## config.mk

```make
export PLATFORM = sky130hd
export DESIGN_NAME = seq111_rr_sched_flat
export DESIGN_NICKNAME = d
export VERILOG_FILES = /design/src/rtl/seq111_rr_sched_if.sv /design/src/rtl/seq111_rr_sched.sv /design/src/flat_wrapper.sv
export SDC_FILE = /design/constraint.sdc
export NUM_CORES = 1
export LEC_CHECK = 0
export CAP_MARGIN = 5
export CORE_ASPECT_RATIO = 0.7
export CORE_MARGIN = 2
export CORE_UTILIZATION = 40
export CTS_BUF_LIST = sky130_fd_sc_hd__clkbuf_2 sky130_fd_sc_hd__clkbuf_4 sky130_fd_sc_hd__clkbuf_8
export CTS_CLUSTER_SIZE = 40
export DETAILED_ROUTE_END_ITERATION = 8
export PLACE_DENSITY = 0.7
export SLEW_MARGIN = 20
export SYNTH_ARGS = -nofsm -noshare
export SYNTH_HDL_FRONTEND = slang
export SYNTH_SLANG_ARGS = --single-unit
```

## constraint.sdc

```tcl
create_clock -name clk -period 9.3 [get_ports clk]
set_clock_uncertainty 0.05 [all_clocks]
set_input_delay 1.86 -clock clk [delete_from_list [all_inputs] [get_ports clk]]
set_output_delay 1.86 -clock clk [all_outputs]
set_load 0.01 [all_outputs]
```

## src/rtl/seq111_rr_sched_if.sv

```systemverilog
// Request/result bundle between serial requester channels and the shared "111" detector.
interface seq111_rr_sched_if #(
  parameter int N_CH  = 4,
  parameter int CNT_W = 8
);
  localparam int CW = (N_CH > 1) ? $clog2(N_CH) : 1;

  logic [N_CH-1:0]       req;
  logic [N_CH-1:0]       x_inp;
  logic [N_CH-1:0]       ch_clr;
  logic [N_CH-1:0]       gnt;
  logic                  y_valid;
  logic [CW-1:0]         y_ch;
  logic                  y_out;
  logic [N_CH*CNT_W-1:0] hit_cnt;

  modport master (
    output req, x_inp, ch_clr,
    input  gnt, y_valid, y_ch, y_out, hit_cnt
  );

  modport slave (
    input  req, x_inp, ch_clr,
    output gnt, y_valid, y_ch, y_out, hit_cnt
  );
endinterface

```

## src/rtl/seq111_rr_sched.sv

```systemverilog
// Round-robin time-shared "111" Mealy detector with per-channel saved context.
// Optional per-channel saturating hit counters are enabled by `define SEQARB_HIT_CNT_EN.
module seq111_rr_sched #(
  parameter int N_CH  = 4,
  parameter int CNT_W = 8
) (
  input logic              clk,
  input logic              rst,
  seq111_rr_sched_if.slave bus
);
  localparam int CW = (N_CH > 1) ? $clog2(N_CH) : 1;

  typedef enum logic [1:0] {C0 = 2'd0, C1 = 2'd1, C2 = 2'd2} ctx_t;

  // Returns {hit, next_context}; hits are non-overlapping.
  function automatic logic [2:0] step(input ctx_t cur, input logic x);
    if (!x) return {1'b0, C0};
    case (cur)
      C1:      return {1'b0, C2};
      C2:      return {1'b1, C0};
      default: return {1'b0, C1};
    endcase
  endfunction

  ctx_t          ctx [N_CH];
  logic [CW-1:0] ptr;
  logic [N_CH-1:0] gnt_c;
  logic [CW-1:0] sel;
  logic          any;
  logic [CW:0]   sum;
  logic [CW-1:0] idx;
  ctx_t          cur;
  logic [2:0]    step_r;
  logic [CW-1:0] ptr_nxt;

  logic          y_valid_p1;
  logic [CW-1:0] y_ch_p1;
  logic          y_out_p1;

  always_comb begin
    gnt_c = '0;
    sel   = '0;
    any   = 1'b0;
    sum   = '0;
    idx   = '0;
    for (int k = 0; k < N_CH; k++) begin
      sum = {1'b0, ptr} + (CW+1)'(k);
      if (sum >= (CW+1)'(N_CH)) sum = sum - (CW+1)'(N_CH);
      idx = sum[CW-1:0];
      if (!any && !rst && bus.req[idx]) begin
        any        = 1'b1;
        sel        = idx;
        gnt_c[idx] = 1'b1;
      end
    end
    // A clear arriving with the grant means the bit lands on a fresh context.
    cur     = bus.ch_clr[sel] ? C0 : ctx[sel];
    step_r  = step(cur, bus.x_inp[sel]);
    ptr_nxt = (sel == CW'(N_CH - 1)) ? '0 : sel + CW'(1);
  end

  assign bus.gnt = gnt_c;

  // Stage p1: registered result and context write-back
  always_ff @(posedge clk) begin
    if (rst) begin
      for (int i = 0; i < N_CH; i++) ctx[i] <= C0;
      ptr        <= '0;
      y_valid_p1 <= 1'b0;
      y_ch_p1    <= '0;
      y_out_p1   <= 1'b0;
    end else begin
      for (int i = 0; i < N_CH; i++) begin
        if (bus.ch_clr[i]) ctx[i] <= C0;
      end
      if (any) begin
        ctx[sel]   <= ctx_t'(step_r[1:0]);
        ptr        <= ptr_nxt;
        y_valid_p1 <= 1'b1;
        y_ch_p1    <= sel;
        y_out_p1   <= step_r[2];
      end else begin
        y_valid_p1 <= 1'b0;
        y_out_p1   <= 1'b0;
      end
    end
  end

  assign bus.y_valid = y_valid_p1;
  assign bus.y_ch    = y_ch_p1;
  assign bus.y_out   = y_out_p1;

`ifdef SEQARB_HIT_CNT_EN
  function automatic logic [CNT_W-1:0] sat_inc(input logic [CNT_W-1:0] v);
    return (&v) ? v : v + CNT_W'(1);
  endfunction

  logic [CNT_W-1:0] cnt_p1 [N_CH];

  always_ff @(posedge clk) begin
    if (rst) begin
      for (int i = 0; i < N_CH; i++) cnt_p1[i] <= '0;
    end else if (any && step_r[2]) begin
      cnt_p1[sel] <= sat_inc(cnt_p1[sel]);
    end
  end

  for (genvar g = 0; g < N_CH; g++) begin : g_cnt
    assign bus.hit_cnt[g*CNT_W +: CNT_W] = cnt_p1[g];
  end
`else
  assign bus.hit_cnt = '0;
`endif
endmodule

```

## src/flat_wrapper.sv

```systemverilog
// flat-port wrapper written by rule: the top's interface ports become plain ports
module seq111_rr_sched_flat 
#(
  parameter int N_CH  = 4,
  parameter int CNT_W = 8
)
  (clk, rst, bus_req, bus_x_inp, bus_ch_clr, bus_gnt, bus_y_valid, bus_y_ch, bus_y_out, bus_hit_cnt);
  seq111_rr_sched_if #(.N_CH(N_CH), .CNT_W(CNT_W)) bus_i ();
  input logic clk;
  input logic rst;
  input wire logic [$bits(bus_i.req)-1:0] bus_req;
  input wire logic [$bits(bus_i.x_inp)-1:0] bus_x_inp;
  input wire logic [$bits(bus_i.ch_clr)-1:0] bus_ch_clr;
  output wire logic [$bits(bus_i.gnt)-1:0] bus_gnt;
  output wire logic [$bits(bus_i.y_valid)-1:0] bus_y_valid;
  output wire logic [$bits(bus_i.y_ch)-1:0] bus_y_ch;
  output wire logic [$bits(bus_i.y_out)-1:0] bus_y_out;
  output wire logic [$bits(bus_i.hit_cnt)-1:0] bus_hit_cnt;
  assign bus_i.req = bus_req;
  assign bus_i.x_inp = bus_x_inp;
  assign bus_i.ch_clr = bus_ch_clr;
  assign bus_gnt = bus_i.gnt;
  assign bus_y_valid = bus_i.y_valid;
  assign bus_y_ch = bus_i.y_ch;
  assign bus_y_out = bus_i.y_out;
  assign bus_hit_cnt = bus_i.hit_cnt;
  seq111_rr_sched #(.N_CH(N_CH), .CNT_W(CNT_W)) u_core (.clk(clk), .rst(rst), .bus(bus_i));
endmodule
```

==> flow_summary.html, run 1 <==
<table>
<tr><th>Metric</th><th>Value</th></tr>
<tr><th colspan="2">Drt</th></tr>
<tr><td>Pre-Repair DR Iteration Count</td><td>4</td></tr>
<tr><td>Routed wire length</td><td>2830 µm</td></tr>
<tr><td>Number of DRC markers in iteration 0</td><td>~180</td></tr>
<tr><td>Detailed-route via count</td><td>1182</td></tr>
<tr><td>Via density per instance</td><td>4.90</td></tr>
<tr><td>Count of unresolved DRC violations after routing</td><td>0</td></tr>
<tr><td>Antenna-violating nets left</td><td>0</td></tr>
<tr><td>Average wire per cell in the routed design</td><td>11.8 µm</td></tr>
<tr><th colspan="2">Place</th></tr>
<tr><td>Count of input and output buffers</td><td>21</td></tr>
<tr><td>Placed inst area</td><td>approximately 0.0016 mm²</td></tr>
<tr><td>Weighted congestion reported at the end of routability-driven placement</td><td>0.900</td></tr>
<tr><td>Detailed placement HPWL</td><td>~2100 µm</td></tr>
<tr><td>Post-Place Cells</td><td>237</td></tr>
<tr><th colspan="2">Cells and area</th></tr>
<tr><td>Fillcell total</td><td>342</td></tr>
<tr><td>Area growth, synth to finish</td><td>9.26%</td></tr>
<tr><td>Combined area of the multi-input logic cells</td><td>948 µm²</td></tr>
<tr><td>Final Non-Filler Cells</td><td>241</td></tr>
<tr><td>Share of layout cells above drive strength 1</td><td>8.38%</td></tr>
<tr><td>Number of antenna repair diodes</td><td>0</td></tr>
<tr><td>Final design area excluding fillers</td><td>0.00167 mm²</td></tr>
<tr><td>Final layout net count</td><td>216</td></tr>
<tr><td>Sequential cell area</td><td>360 µm²</td></tr>
<tr><th colspan="2">Clock network</th></tr>
<tr><td>Insertion delay to the later sink of the worst-skew pair</td><td>240 ps</td></tr>
<tr><td>Count of clock tree sinks</td><td>14</td></tr>
<tr><td>CTS tree</td><td>built</td></tr>
<tr><td>Number of buffers added for setup after CTS</td><td>0</td></tr>
<tr><td>Root buf cell</td><td>clkbuf_8</td></tr>
<tr><td>Clock-pin transition on the worst setup and hold timing paths</td><td>around 60 ps</td></tr>
<tr><td>Count of instances resized after the clock tree is built</td><td>0</td></tr>
<tr><td>Clk buf depth</td><td>2</td></tr>
<tr><td>Inserted Clock Buffers</td><td>3</td></tr>
<tr><td>CTS Hold Bufs</td><td>0</td></tr>
<tr><td>Number of H-tree branching levels</td><td>1</td></tr>
<tr><th colspan="2">Hold path</th></tr>
<tr><td>Class of the most critical hold timing path</td><td>reg -&gt; reg</td></tr>
<tr><th colspan="2">Synth</th></tr>
<tr><td>Compound-gate portion of the synthesized area</td><td>14.1%</td></tr>
<tr><td>Post-synthesis area per instance</td><td>8.67 µm²</td></tr>
<tr><td>Cell accounting for the most synthesized area</td><td>buf_4</td></tr>
<tr><td>Largest family of logic cells by synthesized area</td><td>buffers and inverters</td></tr>
<tr><td>Yosys Warn Count</td><td>0</td></tr>
<tr><td>Flip-flop and latch count after synthesis</td><td>14</td></tr>
<tr><td>Top-area cell type share of the netlist area</td><td>15.7%</td></tr>
<tr><td>Post-synthesis sequential area ratio</td><td>23.6%</td></tr>
<tr><td>Fraction of registers with async set or reset after synthesis</td><td>0%</td></tr>
<tr><td>Biggest area contributors in the synthesized netlist</td><td>buf_4 (16%), edfxtp_1 (16%), ha_1 (8.2%)</td></tr>
<tr><td>Instance count of the mapped netlist</td><td>176</td></tr>
<tr><td>XOR/XNOR share of the synthesized area</td><td>0%</td></tr>
<tr><td>Distinct cells, synth</td><td>39</td></tr>
<tr><td>Adder and majority cell fraction of the synthesized area</td><td>8.20%</td></tr>
<tr><td>Post-synth EDFFs</td><td>8</td></tr>
<tr><td>Most instantiated flip-flop cell in the synthesis netlist</td><td>edfxtp_1</td></tr>
<tr><td>Mux share of post-synthesis cell area</td><td>15.0%</td></tr>
<tr><td>Simple-gate share of the synthesized area</td><td>17.0%</td></tr>
<tr><td>Netlist Area Pre-Place</td><td>0.00153 mm²</td></tr>
<tr><th colspan="2">Power</th></tr>
<tr><td>Worst IR drop on VDD</td><td>0.0509 mV</td></tr>
<tr><td>Power per unit of standard cell area</td><td>129 mW/mm²</td></tr>
<tr><td>Leak</td><td>0.727 nW</td></tr>
<tr><th colspan="2">Global route</th></tr>
<tr><td>Via count of the first global-routing pass</td><td>1005</td></tr>
<tr><td>Total global routing track utilization</td><td>a little over an eighth</td></tr>
<tr><td>Largest net degree at the start of global routing</td><td>20</td></tr>
<tr><td>Overflow left after global routing</td><td>0</td></tr>
<tr><td>Initial antenna violation count</td><td>0</td></tr>
<tr><td>First-pass GRT wire length</td><td>4770 µm</td></tr>
<tr><th colspan="2">Floorplanning</th></tr>
<tr><td>Die Span Y</td><td>55.7 µm</td></tr>
<tr><td>Effective utilization at floorplan</td><td>approximately 43%</td></tr>
<tr><td>Overall die width</td><td>a little under 80 µm</td></tr>
<tr><td>Total I/O pin count</td><td>54</td></tr>
<tr><td>Placement Rows</td><td>18</td></tr>
<tr><td>Core Region</td><td>~0.0036 mm²</td></tr>
<tr><td>Floorplan die area</td><td>between 0.004 and 0.005 mm²</td></tr>
<tr><th colspan="2">Worst setup path</th></tr>
<tr><td>Critical path required time</td><td>7390 ps</td></tr>
<tr><td>Path type of the worst setup path</td><td>in -&gt; out</td></tr>
<tr><td>Category of the worst setup path capture point</td><td>output port</td></tr>
<tr><td>Worst Path Arrival</td><td>between 4000 and 5000 ps</td></tr>
<tr><td>Crit-path max FO</td><td>9</td></tr>
<tr><td>Worst setup SP type</td><td>input port</td></tr>
<tr><th colspan="2">Run</th></tr>
<tr><td>Number of maximum-capacitance constraint violations</td><td>0</td></tr>
<tr><th colspan="2">STA</th></tr>
<tr><td>Max-slew violation count</td><td>0</td></tr>
<tr><td>Hold slack</td><td>approximately 430 ps</td></tr>
<tr><td>Post-Route Setup TNS</td><td>0 ps</td></tr>
<tr><td>Upper clock frequency limit</td><td>167 MHz</td></tr>
<tr><td>Relative max-transition margin</td><td>~40%</td></tr>
<tr><td>Worst Tran Pin Value</td><td>just over 900 ps</td></tr>
<tr><td>Count of final hold-check violations</td><td>0</td></tr>
<tr><td>Setup repair after global routing missed its margin</td><td>no</td></tr>
<tr><td>Fraction of the cycle the final worst path needs</td><td>64.2%</td></tr>
<tr><td>Time the worst path needs with I/O delays and setup</td><td>between 5000 and 6000 ps</td></tr>
<tr><td>Final setup violating endpoints</td><td>0</td></tr>
<tr><th colspan="2">Run status</th></tr>
<tr><td>Result of the run</td><td>finished clean</td></tr>
</table>
-- critical path, cell delays in order --
cell             delay [ps]
clkdlybuf4s50_1         650
mux2_4                  200
nand2_1                  70
nor2_1                   90
a31oi_1                  60
nor3_1                  380
a221o_1                 230
clkdlybuf4s50_1         530
-- layout make-up --
| class | instances | area share (%) |
|---|---|---|
| clock buffers | 3 | 2.48 |
| repair buffers | 22 | 13.1 |
| well taps | 50 | 3.75 |
| multi-input cells | 142 | 56.9 |
| inverters | 9 | 2.03 |
| flip-flops and latches | 14 | 21.6 |
| clock inverters | 1 | 0.225 |
-- path summary, 6_finish.rpt --
kind,from,slack (ps),depth (start not counted),to
setup / recovery,bus_req[1],3330,8,bus_gnt[3]
hold / removal,u_core.bus.y_ch[1],430,2,u_core.bus.y_ch[1]
setup reg to reg,u_core.ptr[0],5260,11,u_core.ctx[0][0]
hold reg to reg,u_core.bus.y_ch[1],430,2,u_core.bus.y_ch[1]
-- cells in the final DEF, fill, tap and decap left out, drive strengths merged --
cell           count
a2111oi            1
a211o              4
a21boi             1
a21oi              6
a221o              4
a31oi              1
a32oi              1
buf                1
clkbuf             3
clkdlybuf4s50     21
clkinv             1
conb              32
dfxtp              6
edfxtp             8
ha                10
inv                9
mux2               7
mux2i             12
mux4               1
nand2              6
nand2b            11
nand3              8
nor2              18
nor2b              1
nor3               4
nor3b              1
nor4               1
nor4b              1
o211ai             1
o21ai              2
o22ai              5
o31a               1
o32ai              1
or2                1
-- metal layers --
metal	up-vias	wire, µm	part of all wire [%]	track usage, %
met5	-	0	0	0
met4	0	27	0.95	3.83
met3	2	230	8.1	2.92
met2	49	1200	42	18.0
met1	551	1380	49	20.7
li1	580	-	-	-
-- where the power goes --
group	switching, W	total, W	internal (W)
sequential	0.00000490	0.0000763	0.0000713
clock	0.0000218	0.0000510	0.0000292
combinational	0.0000480	0.0000876	0.0000397
-- metrics by stage --
stage	worst slack [ps]	total power, W	util, %
detailed placement	3330	0.000165	45.3
finish	3330	0.000215	46.6
CTS	3340	0.000216	46.6
floorplan	4410	0.000153	-
global placement	3320	0.000164	45.3
global route	3180	0.000230	46.6
-- kinds of logic after synthesis --
| family | count (synthesis) |
|---|---|
| AOI/OAI and AO/OA | 28 |
| and+or+nand+nor | 52 |
| buffers and inverters | 51 |
| other | 1 |
| DFF | 14 |
| adders and majority gates | 10 |
| muxes | 20 |
-- flip-flops by register name, indices dropped and copies added (netlist names) --
signal / cells
u_core.bus.y_out: 1
u_core.ptr: 2
u_core.bus.y_ch: 2
u_core.bus.y_valid: 1
u_core.ctx: 8
-- synth_stat cells, types with 2 or more instances --
cell	instances
a211o_1	4
nand2b_1	11
inv_1	9
dfxtp_1	6
ha_1	10
a21oi_1	6
o22ai_1	4
a221o_1	4
mux2_4	2
clkbuf_1	2
nor2_1	18
nand2_1	6
edfxtp_1	8
mux2i_1	12
buf_6	2
mux2_2	5
buf_4	32
buf_2	5
nand3_1	8
nor3_1	3
No activity file was read; power rests on OpenSTA's default activity.
==> run 2, diff against run 1 <==
Settings changed: PLACE_DENSITY 0.7 to 0.73.
Clock period 9.3 ns to 4.8 ns, I/O delays scaled along.
==> run 2 against run 1 <==
  * Worst setup slack lost 2700 ps
  * Final area up 1.4%
  * Wire length rose by 6.7%
  * Combinational power up 110%
  * Global-route usage increased by 0.44 points
  * Clock power is 100% higher
  * Final cell count is 1.2% higher
  * Critical path type unchanged
  * Largest cell class unchanged
  * Register-to-register slack got worse by 3800 ps
==> flow_summary.html, run 2 (synthesized netlist as in run 1, its figures left out) <==
<table>
<tr><th>Metric</th><th>Value</th></tr>
<tr><th colspan="2">Worst setup path</th></tr>
<tr><td>Crit-path max FO</td><td>9</td></tr>
<tr><td>Category of the worst setup path capture point</td><td>output port</td></tr>
<tr><td>Worst reg2reg endpoint</td><td>u_core.ctx[0][0]</td></tr>
<tr><td>Number of cells traversed by the worst register-to-register path</td><td>11</td></tr>
<tr><td>Path type of the worst setup path</td><td>in -&gt; out</td></tr>
<tr><td>Start point of the critical path</td><td>bus_req[1]</td></tr>
<tr><td>Worst setup SP type</td><td>input port</td></tr>
<tr><td>Critical path required time</td><td>3790 ps</td></tr>
<tr><td>R2r startpoint</td><td>u_core.ptr[1]</td></tr>
<tr><td>Worst reg2reg setup slack</td><td>between 1000 and 1500 ps</td></tr>
<tr><td>Worst Path Arrival</td><td>3160 ps</td></tr>
<tr><th colspan="2">Global route</th></tr>
<tr><td>First-pass GRT wire length</td><td>a little under 5000 µm</td></tr>
<tr><td>Largest net degree at the start of global routing</td><td>15</td></tr>
<tr><td>Total global routing track utilization</td><td>about 14%</td></tr>
<tr><td>Initial antenna violation count</td><td>0</td></tr>
<tr><td>Via count of the first global-routing pass</td><td>1033</td></tr>
<tr><td>Overflow left after global routing</td><td>0</td></tr>
<tr><th colspan="2">Hold path</th></tr>
<tr><td>Launch point of the worst hold path</td><td>u_core.bus.y_ch[1]</td></tr>
<tr><td>Worst Hold Path Cells</td><td>2</td></tr>
<tr><td>Capture endpoint of the worst hold path</td><td>u_core.bus.y_ch[1]</td></tr>
<tr><td>Class of the most critical hold timing path</td><td>reg -&gt; reg</td></tr>
<tr><th colspan="2">Floorplanning</th></tr>
<tr><td>Die Span Y</td><td>55.7 µm</td></tr>
<tr><td>Floorplan die area</td><td>~0.0043 mm²</td></tr>
<tr><td>Total I/O pin count</td><td>54</td></tr>
<tr><td>Placement Rows</td><td>18</td></tr>
<tr><td>Effective utilization at floorplan</td><td>42.6%</td></tr>
<tr><td>Core Region</td><td>0.00358 mm²</td></tr>
<tr><td>Overall die width</td><td>77.8 µm</td></tr>
<tr><th colspan="2">Cells and area</th></tr>
<tr><td>Final layout net count</td><td>219</td></tr>
<tr><td>Register with the highest flop count</td><td>u_core.ctx</td></tr>
<tr><td>Fillcell total</td><td>about 350</td></tr>
<tr><td>Flip-flop count of the largest register after layout</td><td>8</td></tr>
<tr><td>End-of-flow core utilization</td><td>47.2%</td></tr>
<tr><td>Commonest non-fill, non-tap cell in the layout</td><td>conb_1</td></tr>
<tr><td>Share of layout cells above drive strength 1</td><td>9.79%</td></tr>
<tr><td>Most used cells in the layout excluding fill and tap cells</td><td>conb_1 (32), clkdlybuf4s50_1 (21), nor2_1 (18)</td></tr>
<tr><td>Number of antenna repair diodes</td><td>0</td></tr>
<tr><td>Area growth, synth to finish</td><td>10.7%</td></tr>
<tr><th colspan="2">STA</th></tr>
<tr><td>Post-Route Setup TNS</td><td>0 ps</td></tr>
<tr><td>Fraction of the cycle the final worst path needs</td><td>86.9%</td></tr>
<tr><td>Max-slew violation count</td><td>0</td></tr>
<tr><td>Upper clock frequency limit</td><td>~240 MHz</td></tr>
<tr><td>Count of final hold-check violations</td><td>0</td></tr>
<tr><td>Final setup violating endpoints</td><td>0</td></tr>
<tr><td>Setup repair after global routing missed its margin</td><td>no</td></tr>
<tr><td>Time the worst path needs with I/O delays and setup</td><td>between 4000 and 5000 ps</td></tr>
<tr><th colspan="2">Drt</th></tr>
<tr><td>Antenna-violating nets left</td><td>0</td></tr>
<tr><td>Routed wire length</td><td>3020 µm</td></tr>
<tr><td>Average wire per cell in the routed design</td><td>12.4 µm</td></tr>
<tr><td>Count of unresolved DRC violations after routing</td><td>0</td></tr>
<tr><td>Detailed-route via count</td><td>about 1200</td></tr>
<tr><td>Pre-Repair DR Iteration Count</td><td>4</td></tr>
<tr><td>Via density per instance</td><td>4.97</td></tr>
<tr><td>Number of DRC markers in iteration 0</td><td>58</td></tr>
<tr><th colspan="2">Place</th></tr>
<tr><td>Count of input and output buffers</td><td>21</td></tr>
<tr><td>Weighted congestion reported at the end of routability-driven placement</td><td>slightly below 0.8</td></tr>
<tr><td>Detailed placement HPWL</td><td>2310 µm</td></tr>
<tr><th colspan="2">Power</th></tr>
<tr><td>Total chip power</td><td>about 0.00043 W</td></tr>
<tr><td>Power per unit of standard cell area</td><td>252 mW/mm²</td></tr>
<tr><td>Worst IR drop on VDD</td><td>0.148 mV</td></tr>
<tr><td>Leak</td><td>0.742 nW</td></tr>
<tr><th colspan="2">Clock network</th></tr>
<tr><td>Count of instances resized after the clock tree is built</td><td>0</td></tr>
<tr><td>Number of H-tree branching levels</td><td>1</td></tr>
<tr><td>Number of buffers added for setup after CTS</td><td>0</td></tr>
<tr><td>CTS Hold Bufs</td><td>0</td></tr>
<tr><td>Root buf cell</td><td>clkbuf_8</td></tr>
<tr><td>Clk buf depth</td><td>2</td></tr>
<tr><td>Inserted Clock Buffers</td><td>3</td></tr>
<tr><td>CTS tree</td><td>built</td></tr>
<tr><td>Insertion delay to the later sink of the worst-skew pair</td><td>250 ps</td></tr>
<tr><td>Clock-pin transition on the worst setup and hold timing paths</td><td>60 ps</td></tr>
<tr><td>Count of clock tree sinks</td><td>14</td></tr>
<tr><th colspan="2">Run</th></tr>
<tr><td>Number of maximum-capacitance constraint violations</td><td>0</td></tr>
<tr><th colspan="2">Run status</th></tr>
<tr><td>Result of the run</td><td>finished clean</td></tr>
</table>
==> run 2: cell types whose count changed in the layout (fill, tap and decap cells not counted) <==
cell / previous run / this run
buf_4: 1 / 4
==> run 2: cell type report <==
cell class                 count  area, µm²  area share (%)
multi-input combinational    142        948            56.1
sequential                    14        360            21.3
timing repair buffer          25        240            14.2
tap                           50       62.6            3.70
clock buffer                   3       41.3            2.44
inverter                       9       33.8            2.00
clock inverter                 1       3.75           0.222
==> run 2: through the flow <==
stage                     hold WS (ps)  setup WS (ps)  std cells  area [µm²]
after floorplan                    445           1710        207        1640
after global placement             407            624        240        1650
after detailed placement           418            628        240        1650
after CTS                          427            634        244        1690
after global routing               436            450        244        1690
final                              426            631        244        1690
==> run 2: worst max-delay path, cell delays in order <==
cell,delay (ps)
clkdlybuf4s50_1,640
mux2_4,200
nand2_1,60
nor2_1,90
a31oi_1,50
nor3_1,380
a221o_1,230
clkdlybuf4s50_1,550
==> run 2: how the worst max path moves through the flow <==
| stage | to | slack (ps) |
|---|---|---|
| 2_1_floorplan | bus_gnt[0] | 1710 |
| 3_3_place_gp | bus_gnt[3] | 620 |
| 3_5_place_dp | bus_gnt[1] | 630 |
| 4_1_cts | bus_gnt[1] | 630 |
| 5_1_grt | bus_gnt[1] | 450 |
| 6_report | bus_gnt[0] | 630 |
==> run 2: where the power goes <==
| part | total [W] | internal [W] | switching (W) |
|---|---|---|---|
| combinational | 0.000181 | 0.0000801 | 0.000100 |
| sequential | 0.000144 | 0.000138 | 0.00000561 |
| clock | 0.000102 | 0.0000567 | 0.0000452 |
| total | 0.000426 | 0.000275 | 0.000151 |
==> run 2: layer usage <==
metal	vias up	track usage (%)	part of all wire [%]
met2	42	18.6	42
met4	0	1.53	0
met3	0	4.22	5.9
li1	591	-	-
met1	579	21.6	52
met5	-	0	0
